## src/rtl/exec_sequencer.sv

```systemverilog
// Y86 SEQ execute-stage sequencer: operand select, valE capture, CC register, cnd evaluation.
// Optional EXEC_PERF_EN adds perf_instr / perf_stall counters.
module exec_sequencer #(
    parameter int unsigned W          = 64,
    parameter int unsigned STACK_STEP = 8
) (
    input  logic         clk,
    input  logic         rst,
    input  logic         in_valid,
    output logic         in_ready,
    input  logic [3:0]   icode,
    input  logic [3:0]   ifun,
    input  logic [W-1:0] valA,
    input  logic [W-1:0] valB,
    input  logic [W-1:0] valC,
    output logic [W-1:0] alu_a,
    output logic [W-1:0] alu_b,
    output logic [1:0]   alu_fun,
    input  logic [W-1:0] alu_result,
    input  logic [2:0]   alu_flags,
    output logic         out_valid,
    input  logic         out_ready,
    output logic [W-1:0] valE,
    output logic         cnd,
    output logic [2:0]   cc,
    output logic [2:0]   stat
`ifdef EXEC_PERF_EN
    ,
    output logic [31:0]  perf_instr,
    output logic [31:0]  perf_stall
`endif
);

    typedef enum logic [1:0] {StIdle, StExec, StResp, StHalted} state_e;

    localparam logic [3:0] IcHalt  = 4'h0;
    localparam logic [3:0] IcRrmov = 4'h2;
    localparam logic [3:0] IcIrmov = 4'h3;
    localparam logic [3:0] IcRmmov = 4'h4;
    localparam logic [3:0] IcMrmov = 4'h5;
    localparam logic [3:0] IcOpq   = 4'h6;
    localparam logic [3:0] IcJxx   = 4'h7;
    localparam logic [3:0] IcCall  = 4'h8;
    localparam logic [3:0] IcRet   = 4'h9;
    localparam logic [3:0] IcPush  = 4'hA;
    localparam logic [3:0] IcPop   = 4'hB;

    localparam logic [2:0] StatAok = 3'd1;
    localparam logic [2:0] StatHlt = 3'd2;
    localparam logic [2:0] StatIns = 3'd4;

    localparam logic [1:0] AluAdd = 2'd0;

    localparam logic [W-1:0] PosStep = W'(STACK_STEP);
    localparam logic [W-1:0] NegStep = '0 - W'(STACK_STEP);

    state_e         state_q, state_d;
    logic [3:0]     icode_q, ifun_q;
    logic [W-1:0]   alu_a_q, alu_b_q, vale_q;
    logic [1:0]     alu_fun_q;
    logic           cnd_q;
    logic [2:0]     cc_q, stat_q;

    logic [W-1:0]   sel_a, sel_b;
    logic [1:0]     sel_fun;
    logic           accept;
    logic           ins;
    logic [2:0]     exec_stat;
    logic           cond;
    logic           exec_cnd;
    logic           zf, sf, of;

    assign alu_a   = alu_a_q;
    assign alu_b   = alu_b_q;
    assign alu_fun = alu_fun_q;
    assign valE    = vale_q;
    assign cnd     = cnd_q;
    assign cc      = cc_q;
    assign stat    = stat_q;

    assign zf = cc_q[2];
    assign sf = cc_q[1];
    assign of = cc_q[0];

    always_comb begin
        sel_a   = '0;
        sel_b   = '0;
        sel_fun = AluAdd;
        case (icode)
            IcOpq: begin
                sel_a   = valA;
                sel_b   = valB;
                sel_fun = ifun[1:0];
            end
            IcRrmov:         sel_a = valA;
            IcIrmov:         sel_a = valC;
            IcRmmov, IcMrmov: begin
                sel_a = valC;
                sel_b = valB;
            end
            IcCall, IcPush: begin
                sel_a = NegStep;
                sel_b = valB;
            end
            IcRet, IcPop: begin
                sel_a = PosStep;
                sel_b = valB;
            end
            default: ;
        endcase
    end

    // Status and condition are evaluated on the latched instruction against pre-EXEC flags.
    always_comb begin
        ins = (icode_q > IcPop)
            || (icode_q == IcOpq && ifun_q > 4'd3)
            || ((icode_q == IcRrmov || icode_q == IcJxx) && ifun_q > 4'd6);
        if (ins)                    exec_stat = StatIns;
        else if (icode_q == IcHalt) exec_stat = StatHlt;
        else                        exec_stat = StatAok;

        cond = 1'b0;
        case (ifun_q)
            4'd0: cond = 1'b1;
            4'd1: cond = (sf ^ of) | zf;
            4'd2: cond = sf ^ of;
            4'd3: cond = zf;
            4'd4: cond = ~zf;
            4'd5: cond = ~(sf ^ of);
            4'd6: cond = ~(sf ^ of) & ~zf;
            default: cond = 1'b0;
        endcase
        exec_cnd = (icode_q == IcRrmov || icode_q == IcJxx) && !ins && cond;
    end

    always_comb begin
        state_d   = state_q;
        in_ready  = 1'b0;
        out_valid = 1'b0;
        case (state_q)
            StIdle: begin
                in_ready = 1'b1;
                if (in_valid) state_d = StExec;
            end
            StExec: state_d = StResp;
            StResp: begin
                out_valid = 1'b1;
                if (out_ready) begin
                    // A faulting instruction must not let a successor slip in.
                    if (stat_q != StatAok) begin
                        state_d = StHalted;
                    end else begin
                        in_ready = 1'b1;
                        state_d  = in_valid ? StExec : StIdle;
                    end
                end
            end
            StHalted: ;
            default: state_d = StIdle;
        endcase
        accept = in_valid & in_ready;
    end

    always_ff @(posedge clk) begin
        if (rst) begin
            state_q   <= StIdle;
            icode_q   <= '0;
            ifun_q    <= '0;
            alu_a_q   <= '0;
            alu_b_q   <= '0;
            alu_fun_q <= AluAdd;
            vale_q    <= '0;
            cnd_q     <= 1'b0;
            cc_q      <= 3'b100;
            stat_q    <= StatAok;
        end else begin
            state_q <= state_d;
            if (accept) begin
                icode_q   <= icode;
                ifun_q    <= ifun;
                alu_a_q   <= sel_a;
                alu_b_q   <= sel_b;
                alu_fun_q <= sel_fun;
            end
            if (state_q == StExec) begin
                vale_q <= alu_result;
                cnd_q  <= exec_cnd;
                stat_q <= exec_stat;
                if (icode_q == IcOpq && exec_stat == StatAok) cc_q <= alu_flags;
            end
        end
    end

`ifdef EXEC_PERF_EN
    logic [31:0] perf_instr_q, perf_stall_q;

    assign perf_instr = perf_instr_q;
    assign perf_stall = perf_stall_q;

    always_ff @(posedge clk) begin
        if (rst) begin
            perf_instr_q <= '0;
            perf_stall_q <= '0;
        end else if (state_q == StResp) begin
            if (out_ready) perf_instr_q <= perf_instr_q + 32'd1;
            else           perf_stall_q <= perf_stall_q + 32'd1;
        end
    end
`endif

endmodule

```

## config.mk

```make
export PLATFORM = sky130hd
export DESIGN_NAME = exec_sequencer
export DESIGN_NICKNAME = d
export VERILOG_FILES = /design/src/rtl/exec_sequencer.sv
export SDC_FILE = /design/constraint.sdc
export NUM_CORES = 1
export LEC_CHECK = 0
export CORE_AREA = 3 3 184 186
export DETAILED_ROUTE_END_ITERATION = 16
export DIE_AREA = 0 0 187 189
export GPL_TIMING_DRIVEN = 0
export SLEW_MARGIN = 10
export SYNTH_ARGS = -nofsm -noshare
export SYNTH_HDL_FRONTEND = slang
export SYNTH_SLANG_ARGS = --single-unit
```

## constraint.sdc

```tcl
create_clock -name clk -period 3.51 [get_ports clk]
set_input_delay 1.053 -clock clk [delete_from_list [all_inputs] [get_ports clk]]
set_output_delay 1.053 -clock clk [all_outputs]
set_load 0.03 [all_outputs]
```

After elaboration in Yosys (flattened, before gate mapping)
Cells that the tools add are included.
- input port bits: 271
- register bits: 211
- bitwise logic cells: 6
- magnitude comparators: 3
- muxes and demuxes: 15
- equality and inequality tests: 24
- reduce and logical (&&, ||, !) cells: 20
- operator list (kind ; count):
    $pmux W64 S4 ; 1
    $mux W64 ; 1
    $eq A4 B3 Y1 const B ; 8
    $eq A4 B2 Y1 const B ; 5
    $eq A4 B4 Y1 const B ; 4
    $mux W2 ; 5
    $logic_not A4 Y1 ; 2
    $pmux W1 S7 ; 1
    $reduce_or A7 Y1 ; 1
    $pmux W2 S3 ; 1
    $reduce_or A2 Y1 ; 3
    $logic_and A1 B1 Y1 ; 5
    $eq A4 B1 Y1 const B ; 1
    $gt A4 B2 Y1 const B ; 1
    $gt A4 B3 Y1 const B ; 1
    $gt A4 B4 Y1 const B ; 1
    $mux W1 ; 4
    $ne A2 B2 Y1 const B ; 2
    $eq A3 B1 Y1 const B ; 1
    $logic_or A1 B1 Y1 ; 3
    $mux W3 ; 1
    $ne A3 B1 Y1 const B ; 1
    $reduce_and A3 Y1 ; 1
    $reduce_bool A3 Y1 ; 1
    other kinds (11) ; 13

Logic depth before layout (Yosys ltp)
Gate-level depths: netlist of run 1.
- word-level depth: 8
- mapped depth: 8
- depth with buffers taken out: 6

Worst setup path before layout of run 1
Ideal clock, no wire load.
- kind: input to output
- start: input port out_ready
- end: output port in_ready
- path slack: 0.839 ns
- buffers on the path: 2
- arrival: 1.618 ns
- cell stages on the path: 4
- required time: 2.457 ns
- cells stage by stage: a31oi_4 > inv_4 > buf_6 > buf_4
- word-level cells in the longest chain between the ends: 2
- ends and longest elaborated chain (item ; line ; source):
    start: declaration ; 22 ; input logic out_ready,
    $mux W1 ; 148 ; if (out_ready) begin
    $pmux W1 S2 ; 140 ; case (state_q)
    end: declaration ; 10 ; output logic in_ready,
No other way between the ends.

Worst setup path after layout of run 1
Ends and elaborated chain as after synthesis.

==> tab_implementation.tex, run 1 <==
\begin{tabular}{lr}
\hline
Metric & Value \\
\hline
\multicolumn{2}{l}{\textbf{Floorplanning}} \\
\quad Rows & 66 \\
\quad Width of the chip & between 150 and 200 µm \\
\quad Core area & roughly 32000 µm² \\
\quad Count of boundary I/O pins & between 400 and 500 \\
\quad Full die area & 35300 µm² \\
\quad Initial Util & about a quarter \\
\quad Overall die height & $\sim$190 µm \\
\multicolumn{2}{l}{\textbf{Worst setup path}} \\
\quad Critical path, cell by cell & clkdlybuf4s50\_1 > a31oi\_4 > inv\_4 > buf\_6 > buf\_4 > buf\_6 \\
\quad Crit-path max FO & 10 \\
\quad Worst stage delay on the critical path & around 530 ps \\
\quad Most numerous cell on the critical path & buf\_6 \\
\quad Crit path required time & roughly 2500 ps \\
\quad Crit path kind & in2out \\
\quad Element type at the critical path start & input port \\
\quad Endpoint arrival time on the critical path & approximately 2400 ps \\
\quad Crit. End Element & output pin \\
\quad CP Launch Point & out\_ready \\
\quad Worst reg2reg path startpoint & state\_q[0]\$\_SDFFE\_PP0P\_ \\
\quad Sum of buffers and inverters on the critical path & 5 \\
\quad Largest delay share family, worst path & buffers and inverters \\
\quad Master of the slowest instance on the critical path & clkdlybuf4s50\_1 \\
\multicolumn{2}{l}{\textbf{Drt}} \\
\quad Routed length per instance & 20.3 µm \\
\quad Post-detailed-route via-to-cell ratio & 4.89 \\
\quad TritonRoute pass-1 iters & 5 \\
\quad Via count of the routed design & roughly 8900 \\
\quad Post-route antenna net violation count & 0 \\
\quad Final routed DRC violation total & 0 \\
\quad Number of DRC markers after the initial detailed-route iteration & between 300 and 400 \\
\quad Detailed Route WL & approximately 37000 µm \\
\multicolumn{2}{l}{\textbf{STA}} \\
\quad Final setup violation count & 0 \\
\quad Max-slew violation total from the final report & 0 \\
\quad RSZ-0062 raised after global routing & false \\
\quad Max transition margin & about half \\
\quad Final hold violation count & 0 \\
\quad Part of the cycle the worst path needs & between 90 and 100\% \\
\quad Time the final worst path needs with I/O delays and setup & between 3000 and 4000 ps \\
\quad Clock Skew & 4.56 ps \\
\quad Peak Freq & roughly 290 MHz \\
\quad Worst slew pin tran & 767 ps \\
\multicolumn{2}{l}{\textbf{Logic synthesis}} \\
\quad Share of synthesized flip-flops with an asynchronous set or reset & 0\% \\
\quad Synth Area per Inst & between 9 and 10 µm² \\
\quad FF+latch count, synth & approximately 210 \\
\quad Netlist Area Pre-Place & about 8500 µm² \\
\quad Most instantiated flip-flop cell in the synthesis netlist & dfxtp\_1 \\
\quad Synthesized instance count & 868 \\
\quad Sequential cell area fraction in the yosys report & about half \\
\quad Number of enable-type register cells in the synthesized netlist & 0 \\
\quad Synthesis Warnings & 0 \\
\quad Number of distinct library cells after synthesis & 46 \\
\quad Net count of the mapped netlist & $\sim$1100 \\
\multicolumn{2}{l}{\textbf{Global route}} \\
\quad Global Route Usage Sum & between 10\% and 20\% \\
\quad Initial antenna violation count & 6 \\
\quad Pin count of the biggest net entering global routing & 13 \\
\quad Vias in the first global route & 9108 \\
\quad First-pass GRT wire length & $\sim$55000 µm \\
\quad Sum of overflow across all layers after global routing & 0 \\
\multicolumn{2}{l}{\textbf{Pwr}} \\
\quad Internal power of the cells & $\sim$5600 µW \\
\quad Power per cell area & about 590 nW/µm² \\
\quad Sequential power share & roughly a third \\
\quad Leak pwr & between 0.005 and 0.006 µW \\
\quad Switching power summed over all nets & roughly 3000 µW \\
\quad Relative contribution of combinational cells to total power & 35.7\% \\
\quad Sw Share & around a third \\
\quad Proportion of power drawn by the clock network & a little under a third \\
\quad Worst voltage drop across the vdd grid & slightly above 0.3 mV \\
\multicolumn{2}{l}{\textbf{Placement}} \\
\quad \# port buffers & 469 \\
\quad Weighted congestion reported at the end of routability-driven placement & 0.874 \\
\quad Total half-perimeter wirelength after legalization and detailed placement & 28300 µm \\
\quad \# placed instances & 1779 \\
\multicolumn{2}{l}{\textbf{Clock tree}} \\
\quad Post-CTS Setup Bufs & 0 \\
\quad Clk slew on worst S/H paths & $\sim$50 ps \\
\quad Clock Tree Root & clkbuf\_16 \\
\quad Clk\_lat worst skew & roughly 520 ps \\
\quad Maximum buffer depth of the clock tree & 3 \\
\quad Sink count of the clock tree & approximately 210 \\
\quad Number of buffers created by CTS & 26 \\
\quad Level count of the clock H-tree & 1 \\
\quad CTS tree & built \\
\multicolumn{2}{l}{\textbf{Cells and area}} \\
\quad Layout Utilization & 45.0\% \\
\quad Net count reported at finish & 1639 \\
\quad Most common cell after layout, fill and taps aside & clkdlybuf4s50\_1 \\
\quad Area growth from synthesis to layout & 72.0\% \\
\quad Non-filler cells, final & about 1800 \\
\quad Top library cells by usage in the layout, fill and taps aside & clkdlybuf4s50\_1 (468), dfxtp\_1 (211), a21oi\_1 (79), o21ai\_0 (76), nor2\_1 (76) \\
\quad Fraction of layout instances using a drive strength above 1 & about 7.5\% \\
\quad Number of fill cells & between 3000 and 4000 \\
\multicolumn{2}{l}{\textbf{Run}} \\
\quad Max-Cap Viols & 0 \\
\multicolumn{2}{l}{\textbf{Min path}} \\
\quad Hold wc startpoint & alu\_a[8]\$\_SDFFE\_PP0P\_ \\
\quad Worst min path class & reg2reg \\
\multicolumn{2}{l}{\textbf{Outcome}} \\
\quad Result of the run & completed \\
\hline
\end{tabular}
-- worst paths after layout --
path | endpoint | slack (ps) | cells after the start
min | alu_a[8]$_SDFFE_PP0P_ | 460 | 1
max | in_ready | 70 | 6
max reg2reg | alu_fun[1]$_SDFFE_PP0P_ | 1420 | 7
min reg2reg | alu_a[8]$_SDFFE_PP0P_ | 460 | 1
-- layout make-up --
cell class | instances | area [µm²] | share of cell area [%]
multi-input combinational | 548 | 3740 | 25.6
antenna | 5 | 12.5 | 0.0857
clock inverter | 6 | 62.6 | 0.429
timing repair buffer | 469 | 4700 | 32.2
clock buffer | 38 | 787 | 5.39
inverter | 9 | 36.3 | 0.249
sequential | 211 | 4220 | 28.9
buffer | 100 | 479 | 3.28
tap | 442 | 553 | 3.79
-- worst reg2reg max path, cell delays in order, from the launching register on --
cell,delay [ps]
dfxtp_1,360
inv_1,70
ha_1,300
a31oi_4,230
buf_2,340
clkbuf_1,410
o21ai_0,160
a21oi_1,140
-- cells in the mapped netlist (2+ instances only) --
master	count	share of area, %
nor2_1	76	3.4
o21ai_0	76	4.5
nor2b_1	3	0.22
a31oi_1	3	0.22
buf_1	7	0.31
o211ai_1	2	0.18
clkbuf_1	41	1.8
buf_4	13	1.2
dfxtp_1	211	50
inv_1	8	0.35
a21oi_1	79	4.7
a221oi_1	61	6.3
nand3b_1	2	0.18
nand4_1	64	4.7
mux2_2	2	0.27
a22oi_1	3	0.27
nand3_1	11	0.65
and3_1	2	0.15
or3_1	2	0.15
ha_1	3	0.44
nand2b_1	4	0.29
a21oi_4	2	0.38
mux2i_1	68	8.0
buf_2	38	2.2
o2bb2ai_1	64	6.6
nor3_1	3	0.18
-- power by group through the flow --
stage | combinational [µW] | clock [µW] | sequential (µW)
after floorplan | 1230 | 0 | 3450
after global placement | 3070 | 0 | 2910
after detailed placement | 3080 | 0 | 2920
after CTS | 3090 | 2740 | 2870
after global routing | 3280 | 2830 | 2910
final | 3070 | 2660 | 2870
-- flip-flops by register name (all words and copies together) (netlist names) --
register,cells
alu_a,64
icode_q,4
alu_fun,2
ifun_q,4
cnd,1
stat,3
alu_b,64
valE,64
state_q,2
cc,3
-- stage by stage --
step                setup TNS [ps]  worst slack (ps)  hold WS, ps  total power (µW)  cell area (µm²)
detailed placement            -589              -589          446              6000            13700
global placement              -617              -617          444              5980            13700
finish                           0              73.3          459              8600            14600
floorplan                        0               839          463              4680             8480
global route                     0              1.61          475              9030            14600
CTS                              0              10.1          463              8700            14600
-- routing by layer --
metal | vias up | wire, µm | share of wire, % | track usage [%]
li1 | 4294 | - | - | -
met1 | 4207 | 14600 | 39 | 23.0
met2 | 386 | 18900 | 51 | 36.0
met3 | 52 | 2910 | 7.8 | 5.46
met4 | 0 | 689 | 1.9 | 5.26
met5 | - | 0 | 0 | 0
-- logic make-up (layout without fill, tap and decap cells) --
kind of cell	count (synthesis)	after routing	share of synthesized area [%]
DFF	211	211	49.8
buffers and inverters	109	622	6.08
AOI/OAI and AO/OA	298	298	24.3
adders and majority gates	3	3	0.443
and+or+nand+nor	175	175	10.9
other	0	5	0
xor gates and xnor gates	2	2	0.207
muxes	70	70	8.29
-- timing repair --
action / CTS / global route
endpoints found under the setup margin: 1 / 1
resized for setup: 6 / 1
hold buffers: 0 / 0
Note: power is estimated with default switching activity, not from simulation.
==> inputs of run 2 (changes only) <==
--- a/config.mk
+++ b/config.mk
@@ -5,10 +5,12 @@
 export SDC_FILE = /design/constraint.sdc
 export NUM_CORES = 1
 export LEC_CHECK = 0
+export ABC_CLOCK_PERIOD_IN_PS = 3510
 export CORE_AREA = 3 3 184 186
 export DETAILED_ROUTE_END_ITERATION = 16
 export DIE_AREA = 0 0 187 189
 export GPL_TIMING_DRIVEN = 0
+export PLACE_DENSITY = 0.55
 export SLEW_MARGIN = 10
 export SYNTH_ARGS = -nofsm -noshare
 export SYNTH_HDL_FRONTEND = slang
==> run 2 against run 1 <==
Worst setup slack better by 120 ps. Power about the same. Design area barely moved. Via count shrank 1.3%. Count of clock-buffer cells in the layout grew 4. Clock power about the same. Global-route usage is 0.53 points lower. Clock skew rose by 7.3 ps. Highest routed layer unchanged.
==> tab_implementation.tex, run 2 (synthesis results as in run 1) <==
\begin{tabular}{lr}
\hline
Metric & Value \\
\hline
\multicolumn{2}{l}{\textbf{Worst setup path}} \\
\quad Most numerous cell on the critical path & buf\_6 \\
\quad Crit. End Element & output pin \\
\quad Crit path required time & between 2000 and 2500 ps \\
\quad Largest delay share family, worst path & buffers and inverters \\
\quad CP Launch Point & out\_ready \\
\quad Worst reg2reg path startpoint & state\_q[0]\$\_SDFFE\_PP0P\_ \\
\quad Crit path kind & in2out \\
\quad Element type at the critical path start & input port \\
\quad Master of the slowest instance on the critical path & clkdlybuf4s50\_1 \\
\quad Sum of buffers and inverters on the critical path & 4 \\
\quad Worst stage delay on the critical path & 530 ps \\
\quad Crit-path max FO & 19 \\
\quad Critical path, cell by cell & clkdlybuf4s50\_1 > a31oi\_4 > inv\_4 > buf\_6 > buf\_6 \\
\quad Endpoint arrival time on the critical path & 2270 ps \\
\multicolumn{2}{l}{\textbf{Pwr}} \\
\quad Switching power summed over all nets & around 3000 µW \\
\quad Sequential power share & 33.4\% \\
\quad Worst voltage drop across the vdd grid & between 0.3 and 0.4 mV \\
\quad Sw Share & 34.4\% \\
\quad Total power consumption of the routed design & 8600 µW \\
\quad Proportion of power drawn by the clock network & between 30\% and 40\% \\
\quad Leak pwr & between 0.005 and 0.006 µW \\
\quad Relative contribution of combinational cells to total power & a little over a third \\
\quad Internal power of the cells & between 5000 and 6000 µW \\
\quad Power per cell area & around 600 nW/µm² \\
\multicolumn{2}{l}{\textbf{Floorplanning}} \\
\quad Overall die height & between 150 and 200 µm \\
\quad Count of boundary I/O pins & 474 \\
\quad Full die area & around 35000 µm² \\
\quad Rows & between 60 and 70 \\
\quad Core area & roughly 32000 µm² \\
\quad Width of the chip & roughly 190 µm \\
\quad Initial Util & between 20\% and 30\% \\
\multicolumn{2}{l}{\textbf{STA}} \\
\quad Peak Freq & approximately 300 MHz \\
\quad Part of the cycle the worst path needs & 94.6\% \\
\quad Final hold violation count & 0 \\
\quad Clock Skew & approximately 12 ps \\
\quad Max transition margin & between 50 and 60\% \\
\quad RSZ-0062 raised after global routing & false \\
\quad Worst slew pin tran & 734 ps \\
\quad Time the final worst path needs with I/O delays and setup & roughly 3300 ps \\
\quad Final setup violation count & 0 \\
\quad Max-slew violation total from the final report & 0 \\
\quad Minimum hold slack & 461 ps \\
\multicolumn{2}{l}{\textbf{Global route}} \\
\quad Sum of overflow across all layers after global routing & 0 \\
\quad Global Route Usage Sum & 19.3\% \\
\quad Vias in the first global route & a little under 9000 \\
\quad First-pass GRT wire length & 54400 µm \\
\quad Initial antenna violation count & 2 \\
\quad Pin count of the biggest net entering global routing & 13 \\
\multicolumn{2}{l}{\textbf{Cells and area}} \\
\quad Net count reported at finish & 1638 \\
\quad Top library cells by usage in the layout, fill and taps aside & clkdlybuf4s50\_1 (468), dfxtp\_1 (211), a21oi\_1 (79), o21ai\_0 (76), nor2\_1 (76) \\
\quad Number of fill cells & approximately 3200 \\
\quad Most common cell after layout, fill and taps aside & clkdlybuf4s50\_1 \\
\quad Area growth from synthesis to layout & 72.1\% \\
\quad Fraction of layout instances using a drive strength above 1 & about 7.4\% \\
\multicolumn{2}{l}{\textbf{Placement}} \\
\quad Weighted congestion reported at the end of routability-driven placement & 0.781 \\
\quad Total half-perimeter wirelength after legalization and detailed placement & 27800 µm \\
\quad \# port buffers & about 470 \\
\multicolumn{2}{l}{\textbf{Drt}} \\
\quad Post-detailed-route via-to-cell ratio & a little under 5 \\
\quad Routed length per instance & $\sim$20 µm \\
\quad TritonRoute pass-1 iters & 5 \\
\quad Final routed DRC violation total & 0 \\
\quad Detailed Route WL & roughly 36000 µm \\
\quad Via count of the routed design & just under 9000 \\
\quad Post-route antenna net violation count & 0 \\
\quad Number of DRC markers after the initial detailed-route iteration & about 410 \\
\multicolumn{2}{l}{\textbf{Clock tree}} \\
\quad Clk slew on worst S/H paths & approximately 60 ps \\
\quad CTS tree & built \\
\quad Clock Tree Root & clkbuf\_16 \\
\quad Post-CTS Setup Bufs & 0 \\
\quad Number of buffers created by CTS & 26 \\
\quad Level count of the clock H-tree & 1 \\
\quad Maximum buffer depth of the clock tree & 3 \\
\quad Clk\_lat worst skew & approximately 520 ps \\
\quad Sink count of the clock tree & 211 \\
\multicolumn{2}{l}{\textbf{Outcome}} \\
\quad Result of the run & completed \\
\multicolumn{2}{l}{\textbf{Min path}} \\
\quad Hold wc startpoint & alu\_a[63]\$\_SDFFE\_PP0P\_ \\
\quad Worst min path class & reg2reg \\
\multicolumn{2}{l}{\textbf{Run}} \\
\quad Max-Cap Viols & 0 \\
\hline
\end{tabular}
## run 2: worst paths after layout
kind                                                to  slack, ps  cells past startpoint
worst max-delay path                          in_ready        190                      5
worst min-delay path            alu_a[63]$_SDFFE_PP0P_        460                      1
worst max register to register   alu_b[9]$_SDFFE_PP0P_       1470                      7
worst min register to register  alu_a[63]$_SDFFE_PP0P_        460                      1
## run 2: repair_timing
| action | CTS | global route |
|---|---|---|
| endpoints found under the setup margin | 1 | 1 |
| hold buffers | 0 | 0 |
| resized for setup | 6 | 1 |
| pin swaps | 0 | 0 |
## run 2: through the flow
| stage | cell area [µm²] | cells | worst slack (ps) | utilization [%] | setup TNS, ps |
|---|---|---|---|---|---|
| 2_1_floorplan | 8480 | 868 | 839 | - | 0 |
| 3_3_place_gp | 13700 | 1779 | -622 | 42.3 | -622 |
| 3_5_place_dp | 13700 | 1779 | -582 | 42.3 | -582 |
| 4_1_cts | 14600 | 1826 | 13.4 | 45.0 | 0 |
| 5_1_grt | 14600 | 1827 | 125 | 45.0 | 0 |
| 6_report | 14600 | 1828 | 191 | 45.0 | 0 |
## run 2: metal layers
layer,global-route usage [%],wire length (µm),part of all wire [%]
met5,0,0,0
met4,5.38,786,2.2
met3,5.48,2790,7.7
met2,33.6,17900,49
met1,23.3,14900,41
## run 2: area by class of cell
| type | instances | area, µm² | share of cell area, % |
|---|---|---|---|
| buffer | 99 | 472 | 3.23 |
| clock inverter | 5 | 53.8 | 0.369 |
| clock buffer | 42 | 812 | 5.56 |
| tap | 442 | 553 | 3.79 |
| timing repair buffer | 469 | 4700 | 32.2 |
| multi-input combinational | 548 | 3740 | 25.6 |
| inverter | 9 | 36.3 | 0.249 |
| antenna | 3 | 7.51 | 0.0514 |
| sequential | 211 | 4220 | 28.9 |
## run 2: power groups by stage
| stage | combinational (µW) | clock (µW) | sequential [µW] |
|---|---|---|---|
| after floorplan | 1230 | 0 | 3450 |
| after global placement | 3080 | 0 | 2910 |
| after detailed placement | 3080 | 0 | 2920 |
| after CTS | 3090 | 2770 | 2870 |
| after global routing | 3250 | 2860 | 2910 |
| final | 3050 | 2680 | 2870 |
==> inputs of run 3 (changes only) <==
--- a/config.mk
+++ b/config.mk
@@ -10,6 +10,7 @@
 export DETAILED_ROUTE_END_ITERATION = 16
 export DIE_AREA = 0 0 187 189
 export GPL_TIMING_DRIVEN = 0
+export HOLD_SLACK_MARGIN = 0.08
 export PLACE_DENSITY = 0.55
 export SLEW_MARGIN = 10
 export SYNTH_ARGS = -nofsm -noshare
==> results of run 3 <==
Same layout as run 2: the final DEF is identical, and so are final timing and power.
